$ cat src/rtl/axi_lite_pkg.sv
// Shared AXI4-Lite definitions: response codes, channel FSM state encodings
// and helpers for byte-strobe merging and word-address decode.
package axi_lite_pkg;

    localparam logic [1:0] RESP_OKAY   = 2'b00;
    localparam logic [1:0] RESP_SLVERR = 2'b10;

    // Widest supported bus; helpers work at this width and callers slice down.
    localparam int unsigned MAX_DATA_WIDTH = 64;

    typedef enum logic {
        W_IDLE,     // collecting AW and W beats
        W_RESP      // BVALID asserted, waiting for BREADY
    } wr_state_e;

    typedef enum logic [1:0] {
        R_IDLE,     // ARREADY asserted
        R_ADDR,     // address held, data sampled on the next edge
        R_DATA      // RVALID asserted, waiting for RREADY
    } rd_state_e;

    // Number of byte-offset bits below the word index.
    function automatic int unsigned addr_lsb(input int unsigned data_width);
        return $clog2(data_width / 8);
    endfunction

    // Replace the byte lanes of old_val selected by wstrb with wdata lanes.
    function automatic logic [MAX_DATA_WIDTH-1:0] strb_merge(
        input logic [MAX_DATA_WIDTH-1:0]   old_val,
        input logic [MAX_DATA_WIDTH-1:0]   wdata,
        input logic [MAX_DATA_WIDTH/8-1:0] wstrb
    );
        logic [MAX_DATA_WIDTH-1:0] merged;
        for (int unsigned i = 0; i < MAX_DATA_WIDTH / 8; i++) begin
            merged[i*8 +: 8] = wstrb[i] ? wdata[i*8 +: 8] : old_val[i*8 +: 8];
        end
        return merged;
    endfunction

endpackage

$ cat src/rtl/axi4_lite_reg_slave.sv
// AXI4-Lite slave register bank.
// NUM_REGS word-wide registers with byte-strobe writes. Registers flagged in
// RO_MASK are read-only and return the matching status_in slice; writes to
// them, or to addresses past the bank, get SLVERR. Write and read channels
// run independently, each handling one transaction at a time.
// Ports:
//   ACLK, ARESET          clock, asynchronous active-high reset
//   AW*/W*/B*             write address, data and response channels
//   AR*/R*                read address and data channels
//   reg_out               flat register contents, reg i at [i*DATA_WIDTH +: DATA_WIDTH]
//   wr_pulse              one-cycle strobe per register after a committed write
//   status_in             read source for read-only registers
module axi4_lite_reg_slave
    import axi_lite_pkg::*;
#(
    parameter int unsigned           DATA_WIDTH    = 32,
    parameter int unsigned           ADDRESS_WIDTH = 32,
    parameter int unsigned           NUM_REGS      = 8,
    parameter logic [NUM_REGS-1:0]   RO_MASK       = '0
) (
    input  logic                           ACLK,
    input  logic                           ARESET,
    input  logic [ADDRESS_WIDTH-1:0]       AWADDR,
    input  logic [2:0]                     AWPROT,
    input  logic                           AWVALID,
    output logic                           AWREADY,
    input  logic [DATA_WIDTH-1:0]          WDATA,
    input  logic [DATA_WIDTH/8-1:0]        WSTRB,
    input  logic                           WVALID,
    output logic                           WREADY,
    output logic [1:0]                     BRESP,
    output logic                           BVALID,
    input  logic                           BREADY,
    input  logic [ADDRESS_WIDTH-1:0]       ARADDR,
    input  logic [2:0]                     ARPROT,
    input  logic                           ARVALID,
    output logic                           ARREADY,
    output logic [DATA_WIDTH-1:0]          RDATA,
    output logic [1:0]                     RRESP,
    output logic                           RVALID,
    input  logic                           RREADY,
    output logic [NUM_REGS*DATA_WIDTH-1:0] reg_out,
    output logic [NUM_REGS-1:0]            wr_pulse,
    input  logic [NUM_REGS*DATA_WIDTH-1:0] status_in
);

    localparam int unsigned LSB    = addr_lsb(DATA_WIDTH);
    localparam int unsigned STRB_W = DATA_WIDTH / 8;
    localparam int unsigned IDX_W  = $clog2(NUM_REGS);

    // Protection bits carry no meaning for this bank.
    logic unused_prot;
    assign unused_prot = ^{AWPROT, ARPROT};

    // ---------------- write channel state ----------------
    wr_state_e                 w_state_q, w_state_d;
    logic                      aw_held_q, aw_held_d;
    logic                      w_held_q, w_held_d;
    logic                      awready_q, awready_d;
    logic                      wready_q, wready_d;
    logic                      bvalid_q, bvalid_d;
    logic [1:0]                bresp_q, bresp_d;
    logic [ADDRESS_WIDTH-1:0]  aw_addr_q, aw_addr_d;
    logic [DATA_WIDTH-1:0]     w_data_q, w_data_d;
    logic [STRB_W-1:0]         w_strb_q, w_strb_d;
    logic [NUM_REGS-1:0]       wr_pulse_q, wr_pulse_d;
    logic [DATA_WIDTH-1:0]     regs_q [NUM_REGS];
    logic [DATA_WIDTH-1:0]     regs_d [NUM_REGS];

    // ---------------- read channel state ----------------
    rd_state_e                 r_state_q, r_state_d;
    logic                      arready_q, arready_d;
    logic                      rvalid_q, rvalid_d;
    logic [1:0]                rresp_q, rresp_d;
    logic [DATA_WIDTH-1:0]     rdata_q, rdata_d;
    logic [ADDRESS_WIDTH-1:0]  ar_addr_q, ar_addr_d;

    // ---------------- address decode ----------------
    logic [ADDRESS_WIDTH-1:0]  aw_word, ar_word;
    logic [IDX_W-1:0]          wr_idx, rd_idx;
    logic                      wr_in_range, rd_in_range, wr_ok;

    assign aw_word     = aw_addr_q >> LSB;
    assign ar_word     = ar_addr_q >> LSB;
    assign wr_in_range = aw_word < ADDRESS_WIDTH'(NUM_REGS);
    assign rd_in_range = ar_word < ADDRESS_WIDTH'(NUM_REGS);
    assign wr_idx      = aw_word[IDX_W-1:0];
    assign rd_idx      = ar_word[IDX_W-1:0];
    assign wr_ok       = wr_in_range && !RO_MASK[wr_idx];

    // Strobe merge runs at the package's maximum width.
    logic [MAX_DATA_WIDTH-1:0]   old_ext, wdata_ext, merged;
    logic [MAX_DATA_WIDTH/8-1:0] strb_ext;

    always_comb begin
        old_ext   = '0;
        wdata_ext = '0;
        strb_ext  = '0;
        old_ext[DATA_WIDTH-1:0]  = regs_q[wr_idx];
        wdata_ext[DATA_WIDTH-1:0] = w_data_q;
        strb_ext[STRB_W-1:0]     = w_strb_q;
        merged = strb_merge(old_ext, wdata_ext, strb_ext);
    end

    // Status words as an array for indexed read.
    logic [DATA_WIDTH-1:0] status_w [NUM_REGS];

    for (genvar g = 0; g < NUM_REGS; g++) begin : g_slots
        assign status_w[g] = status_in[g*DATA_WIDTH +: DATA_WIDTH];
        assign reg_out[g*DATA_WIDTH +: DATA_WIDTH] = RO_MASK[g] ? '0 : regs_q[g];
    end

    // ---------------- write channel next state ----------------
    always_comb begin
        w_state_d  = w_state_q;
        aw_held_d  = aw_held_q;
        w_held_d   = w_held_q;
        awready_d  = awready_q;
        wready_d   = wready_q;
        bvalid_d   = bvalid_q;
        bresp_d    = bresp_q;
        aw_addr_d  = aw_addr_q;
        w_data_d   = w_data_q;
        w_strb_d   = w_strb_q;
        wr_pulse_d = '0;
        regs_d     = regs_q;

        case (w_state_q)
            W_IDLE: begin
                if (aw_held_q && w_held_q) begin
                    if (wr_ok) begin
                        regs_d[wr_idx]     = merged[DATA_WIDTH-1:0];
                        wr_pulse_d[wr_idx] = 1'b1;
                        bresp_d            = RESP_OKAY;
                    end else begin
                        bresp_d = RESP_SLVERR;
                    end
                    bvalid_d  = 1'b1;
                    aw_held_d = 1'b0;
                    w_held_d  = 1'b0;
                    awready_d = 1'b0;
                    wready_d  = 1'b0;
                    w_state_d = W_RESP;
                end else begin
                    if (AWVALID && awready_q) begin
                        aw_held_d = 1'b1;
                        aw_addr_d = AWADDR;
                    end
                    if (WVALID && wready_q) begin
                        w_held_d = 1'b1;
                        w_data_d = WDATA;
                        w_strb_d = WSTRB;
                    end
                    // READY follows the held flag so each beat is taken once.
                    awready_d = !aw_held_d;
                    wready_d  = !w_held_d;
                end
            end
            W_RESP: begin
                if (BREADY) begin
                    bvalid_d  = 1'b0;
                    awready_d = 1'b1;
                    wready_d  = 1'b1;
                    w_state_d = W_IDLE;
                end
            end
            default: w_state_d = W_IDLE;
        endcase
    end

    always_ff @(posedge ACLK or posedge ARESET) begin
        if (ARESET) begin
            w_state_q  <= W_IDLE;
            aw_held_q  <= 1'b0;
            w_held_q   <= 1'b0;
            awready_q  <= 1'b0;
            wready_q   <= 1'b0;
            bvalid_q   <= 1'b0;
            bresp_q    <= RESP_OKAY;
            aw_addr_q  <= '0;
            w_data_q   <= '0;
            w_strb_q   <= '0;
            wr_pulse_q <= '0;
            regs_q     <= '{default: '0};
        end else begin
            w_state_q  <= w_state_d;
            aw_held_q  <= aw_held_d;
            w_held_q   <= w_held_d;
            awready_q  <= awready_d;
            wready_q   <= wready_d;
            bvalid_q   <= bvalid_d;
            bresp_q    <= bresp_d;
            aw_addr_q  <= aw_addr_d;
            w_data_q   <= w_data_d;
            w_strb_q   <= w_strb_d;
            wr_pulse_q <= wr_pulse_d;
            regs_q     <= regs_d;
        end
    end

    // ---------------- read channel next state ----------------
    always_comb begin
        r_state_d = r_state_q;
        arready_d = arready_q;
        rvalid_d  = rvalid_q;
        rresp_d   = rresp_q;
        rdata_d   = rdata_q;
        ar_addr_d = ar_addr_q;

        case (r_state_q)
            R_IDLE: begin
                if (ARVALID && arready_q) begin
                    ar_addr_d = ARADDR;
                    arready_d = 1'b0;
                    r_state_d = R_ADDR;
                end else begin
                    arready_d = 1'b1;
                end
            end
            R_ADDR: begin
                // regs_q is the pre-commit value if a write lands this edge.
                if (rd_in_range) begin
                    rdata_d = RO_MASK[rd_idx] ? status_w[rd_idx] : regs_q[rd_idx];
                    rresp_d = RESP_OKAY;
                end else begin
                    rdata_d = '0;
                    rresp_d = RESP_SLVERR;
                end
                rvalid_d  = 1'b1;
                r_state_d = R_DATA;
            end
            R_DATA: begin
                if (RREADY) begin
                    rvalid_d  = 1'b0;
                    arready_d = 1'b1;
                    r_state_d = R_IDLE;
                end
            end
            default: r_state_d = R_IDLE;
        endcase
    end

    always_ff @(posedge ACLK or posedge ARESET) begin
        if (ARESET) begin
            r_state_q <= R_IDLE;
            arready_q <= 1'b0;
            rvalid_q  <= 1'b0;
            rresp_q   <= RESP_OKAY;
            rdata_q   <= '0;
            ar_addr_q <= '0;
        end else begin
            r_state_q <= r_state_d;
            arready_q <= arready_d;
            rvalid_q  <= rvalid_d;
            rresp_q   <= rresp_d;
            rdata_q   <= rdata_d;
            ar_addr_q <= ar_addr_d;
        end
    end

    assign AWREADY  = awready_q;
    assign WREADY   = wready_q;
    assign BVALID   = bvalid_q;
    assign BRESP    = bresp_q;
    assign ARREADY  = arready_q;
    assign RVALID   = rvalid_q;
    assign RRESP    = rresp_q;
    assign RDATA    = rdata_q;
    assign wr_pulse = wr_pulse_q;

endmodule
$ cat config.mk
export PLATFORM = sky130hd
export DESIGN_NAME = axi4_lite_reg_slave
export DESIGN_NICKNAME = d
export VERILOG_FILES = /design/src/rtl/axi_lite_pkg.sv /design/src/rtl/axi4_lite_reg_slave.sv
export SDC_FILE = /design/constraint.sdc
export NUM_CORES = 1
export LEC_CHECK = 0
export BUFFER_PORTS_ARGS = -buffer_cell sky130_fd_sc_hd__buf_2
export CAP_MARGIN = 10
export CORE_AREA = 2 2 259 261
export DETAILED_ROUTE_END_ITERATION = 8
export DIE_AREA = 0 0 261 263
export SLEW_MARGIN = 25
export SYNTH_ARGS = -nofsm -noshare
export SYNTH_HDL_FRONTEND = slang
export SYNTH_SLANG_ARGS = --single-unit
export TNS_END_PERCENT = 20
$ cat constraint.sdc
create_clock -name ACLK -period 13.7 [get_ports ACLK]
set_clock_uncertainty 0.05 [all_clocks]
set_input_delay 0.685 -clock ACLK [delete_from_list [all_inputs] [get_ports ACLK]]
set_output_delay 0.685 -clock ACLK [all_outputs]
set_load 0.01 [all_outputs]
# After elaboration in Yosys (flattened, before gate mapping)
# Memory sizes are Yosys's and may differ from the RTL's.
# Cells that the tools add are included.
[totals] rom_bits=16 input_bits=369 out_inout_bits=305 wordCells=121 ff_bits=410 mem_count=2
[op_classes] n_bitwise=4 eq_ne=6 mux=54 order_cmp=8 n_reduce_logical=22
[memory_table] name="(no name shown)" depth=8 word_bits=1 read_ports=1 rd_ports_with_merged_regs=0 write_ports=0 line="axi4_lite_reg_slave.sv:223" source="rdata_d = RO_MASK[rd_idx] ? status_w[rd_idx] : regs_q[rd_idx];"
[memory_table] name="(no name shown)" depth=8 word_bits=1 read_ports=1 rd_ports_with_merged_regs=0 write_ports=0 line="axi4_lite_reg_slave.sv:89" source="assign wr_ok = wr_in_range && !RO_MASK[wr_idx];"
[ops] cell="binary-select mux 32 bit (select 3 bit)" n=3
[ops] cell="two-way mux 32 bit" n=9
[ops] cell="bitwise mux 256 bit" n=1
[ops] cell="demux 32 bit (select 3 bit)" n=1
[ops] cell="less-than comparator 30 x 4 -> 1 bit, second input constant" n=2
[ops] cell="two-way mux 8 bit" n=7
[ops] cell="two-way mux 1 bit" n=21
[ops] cell="one-hot mux 1 bit (2 select lines)" n=6
[ops] cell="AND reduction 2 bit" n=6
[ops] cell="AND reduction 3 bit" n=3
[ops] cell=">= comparator 4 bit, second input constant" n=2
[ops] cell="less-than comparator 3 x 4 -> 1 bit, second input constant" n=2
[ops] cell="two-way mux 2 bit" n=4
[ops] cell="inequality test 2 bit, second input constant" n=4
[ops] cell="NOT 3 -> 4 bit" n=2
[ops] cell="logical AND 1 bit" n=7
[ops] cell="one-hot mux 2 bit (3 select lines)" n=1
[ops] cell="less-than comparator 4 x 1 -> 1 bit, second input constant" n=1
[ops] cell="nonzero test 2 bit" n=2
[ops] cell="demux 1 bit (select 3 bit)" n=1
[ops] cell=">= comparator 3 x 1 -> 1 bit, second input constant" n=1
[ops] cell="zero test 1 bit" n=3
[ops] cell="== test 2 x 1 -> 1 bit, second input constant" n=1
[ops] cell="== test 2 bit, second input constant" n=1
[ops] cell="2 further kinds" n=3

# Longest topological paths before layout
[logic_depth] depth_word=7 depth_mapped=9 mapped_depth_nobuf=4

# Worst setup path after synthesis
# No wires, ideal clock.
[synth_path] path_kind="input to register" from="input ARVALID" to="register ar_addr_q[10]" setup_slack_ps=11721 path_stages=4 t_arrival_ps=1804 path_buffers=1 t_required_ps=13525 setup_ps=125 path_cell_list="nand2_1 > nor3_1 > clkbuf_1 > mux2_2"
[synth_between] elab_chain_len=2
[synth_lines] item="from (decl)" line="axi4_lite_reg_slave.sv:36" source="input logic ARVALID,"
[synth_lines] item="logical AND 1 bit" line="axi4_lite_reg_slave.sv:212" source="if (ARVALID && arready_q) begin"
[synth_lines] item="AND reduction 2 bit (no source line)"
[synth_lines] item="to (signal assigned)" line="axi4_lite_reg_slave.sv:257" source="ar_addr_q <= ar_addr_d;"
[synth_lines] item="to (decl)" line="axi4_lite_reg_slave.sv:76" source="logic [ADDRESS_WIDTH-1:0] ar_addr_q, ar_addr_d;"
# No other way between the ends.
# A chain may end at the register's enable or synchronous reset.

# Worst setup path after layout
[layout_path] from="register aw_addr_q[3]" to="register regs_q (netlist bit reg_out[200])"
[layout_between] elab_chain_len=6 word_cells_on_any_way=17 cone_classes="order compare: 3; mux: 8; bitwise: 1; reduce/logical: 4; memory: 1"
[layout_lines] item="from (decl)" line="axi4_lite_reg_slave.sv:63" source="logic [ADDRESS_WIDTH-1:0] aw_addr_q, aw_addr_d;"
[layout_lines] item="from (signal assigned)" line="axi4_lite_reg_slave.sv:193" source="aw_addr_q <= aw_addr_d;"
[layout_lines] item="branches (longest 6 deep; another with less-than comparator 30 x 4 -> 1 bit)"
[layout_lines] item="to (signal assigned)" line="axi4_lite_reg_slave.sv:197" source="regs_q <= regs_d;"
[layout_lines] item="to (decl)" line="axi4_lite_reg_slave.sv:67" source="logic [DATA_WIDTH-1:0] regs_q [NUM_REGS];"
# Parallel ways; which one is timed is not known. The select of a mux whose other input is x is not followed.

==> run metrics <==
1st-iter DRT viols=1799; # hold bufs at CTS=0; total iterations of the first detailed-routing run=5; Placement Cell Area=23700 um^2; WL/cell=29.0 um; critical path's largest stage delay=0.88 ns; Vias/cell=6.13; Crit path required time=14.11 ns; design area=25400 um^2; Max Slew Vio Count=0; Worst path slowest cell=dfrtp_4; Worst Path Max Fanout=46; Post-synth top cells=o31ai_1 (419), dfrtp_1 (404), mux2_2 (167); number of synthesized flops with an enable pin=0; critical path arrival=4.28 ns; DRT antenna net count=0; clock buffer depth=3; layout cells sized above 1=41.2%; RD Place Congestion=0.817; CTS resizes=0; switch share=40.8%; GR Util All Layers=23.9%; combinational share of power=33.4%; synthesized cell area=21200 um^2; Seq pwr share=37.3%; Synth top area share=47.7%; Yosys top cell by area=dfrtp_1; vias in the first global route=18200; Slew headroom=23.9%; Skew-Pair Late Insertion Delay=0.58 ns; Synth Instances=1715; synth unique cells=60; Critical Path End Type=flip-flop; count leader, synth=o31ai_1; Detail Placement HPWL=51200 um; #FFs+latches synth=404; # DRC=0; final setup TNS=0 ns; Synthesis Warnings=0; ranking of synthesized cells by area=dfrtp_1 (48%), o31ai_1 (15%), mux2_2 (8.9%); sequential fraction of the synthesis area=47.7%; Hold Vio Cnt, Final=0; Initial Utilization=32.3%; CTS tree=yes; Achievable Freq=0.258 GHz; nets@finish=2368; non-filler cells, final=2900; I/O pin total=674; Core Util, Final=38.7%; row cnt=94; routed via count=17800; final worst path period share=28.3%; largest net degree at the start of global routing=156; Core ar.=65600 um^2; P_sw=1.82 mW; initial antenna violation count=0; Clk pwr share=29.2%; Setup crit start kind=flip-flop; worst vdd ir=0.113 mV; Power per Cell Area=176 nW/um^2; clock slew at reported path FFs=0.06 ns; final global-route overflow total=0; critical path class=flip-flop to flip-flop; Tightest Pin Transition=1.14 ns; RSZ-0062 raised after global routing=false; outcome=completed; area growth from synthesis to layout=19.7%; Die Width=261 um; crit-path cells=buf_4, and2b_1, buf_4, nand4_4, mux2_2; Crit path top cell by count=buf_4; DP Cell Count=2812; Max Cap Viol=0; clock root buffer=clkbuf_16; Post-synth top flop=dfrtp_1; Synth Area per Inst=12.4 um^2; Die Height=263 um; H-tree depth=2; Tmin final=3.87 ns; Lkg Pwr=11.5 nW; die footprint=68600 um^2; Setup-failing EPs final=0; clock sinks=404; first-pass GRT wire length=124000 um; Pint=2.65 mW; fraction of registers with async set/reset=100%; post-CTS setup buffers=0; final wirelength=84000 um; Port Buffers=405; total CTS buffers=48; Hold Crit Class=primary input to asynchronous set/reset pin
==> final cells by class <==
type,count,area [um^2]
clock buffers,78,1510
well taps,864,1080
inverters,12,52.6
diodes,2,5.00
flip-flops and latches,404,10100
clock inverters,7,95.1
fillers,6311,40300
multi-input cells,1101,10200
repair buffers,432,2270
==> critical path, delay by kind of cell, from the launching register on <==
family        cells  cell delay, ns
buf+inv           2            1.07
flops             1            0.88
mux               1            0.60
simple gates      2            1.07
==> power groups by stage <==
stage | clock network (mW) | registers, mW | logic, mW
6_report | 1.31 | 1.67 | 1.49
5_1_grt | 1.38 | 1.69 | 1.57
4_1_cts | 1.33 | 1.69 | 1.45
3_5_place_dp | 0 | 1.71 | 1.45
3_3_place_gp | 0 | 1.69 | 1.41
2_1_floorplan | 0 | 1.46 | 1.14
==> cells by family (layout without fill, tap and decap cells) <==
kind of cell           count (synthesis)  after routing  share of synthesized area, %
flip-flops                           404            404                          47.7
other                                  1              4                        0.0177
AND/OR/NAND/NOR                      163            163                          5.00
AO/OA/AOI/OAI                        621            621                          23.1
multiplexers                         315            315                          19.7
buffers and inverters                211            529                          4.50
==> cells in the final DEF, fill, tap and decap left out, types with 4 or more instances in the layout <==
cell	synthesis	routed
o221ai_1	9	9
buf_4	10	22
nand2_4	0	5
o21ai_0	22	22
clkbuf_16	0	49
a21oi_1	24	24
a21bo_2	10	10
nor4_1	6	6
mux2i_1	83	83
dfrtp_4	0	6
o31ai_2	29	29
a22oi_1	18	18
inv_1	8	7
nor2b_1	33	31
nand4bb_1	6	6
nor2_1	16	16
nand4_4	5	7
a221o_1	7	7
a211oi_2	10	10
mux4_2	65	65
o211a_1	11	11
nand3_1	9	8
o21ai_1	13	13
o31ai_1	419	419
buf_2	52	405
a221oi_2	9	9
dfrtp_1	404	398
o211ai_1	17	17
o2bb2ai_1	10	10
nand2b_1	7	6
nand2_1	45	37
mux2_2	167	167
nor4_2	6	6
clkbuf_1	102	12
and3b_1	4	4
clkbuf_8	0	17
==> path summary, 6_finish.rpt <==
kind | from | to | slack (ns) | cells past startpoint
setup / recovery | aw_addr_q[3] | reg_out[200] | 9.83 | 5
min in group ACLK | ARADDR[4] | ar_addr_q[4] | 0.28 | 2
hold reg to reg | RDATA[12] | RDATA[12] | 0.43 | 2
hold / removal | ARESET | RDATA[22] | 0.18 | 2
setup reg to reg | aw_addr_q[3] | reg_out[200] | 9.83 | 5
max in group asynchronous | ARESET | aw_addr_q[30] | 11.83 | 3
==> layer usage <==
metal / vias to the layer above / global-route usage (%) / part of all wire, %
met5: - / 0 / 0
met4: 0 / 8.80 / 3.3
met3: 179 / 6.17 / 9.0
met2: 968 / 37.5 / 47
met1: 9258 / 31.8 / 41
li1: 7377 / - / -
==> flip-flops by register name (all words and copies together) (netlist names), 2 cells and up <==
register and flops:
wr_pulse 8, aw_addr_q 30, RDATA 32, w_data_q 32, r_state_q 2, reg_out 256
ar_addr_q 30, w_strb_q 4
==> per-stage QoR <==
| step | worst slack, ns | total power, mW | hold WS [ns] |
|---|---|---|---|
| final | 9.83 | 4.47 | 0.177 |
| after detailed placement | 9.85 | 3.15 | 0.420 |
| after CTS | 9.85 | 4.47 | 0.230 |
| after global routing | 9.71 | 4.64 | 0.259 |
| after floorplan | 1.73 | 2.60 | 0.403 |
| after global placement | 9.83 | 3.10 | 0.413 |
Power figures use the tool's default switching activity.
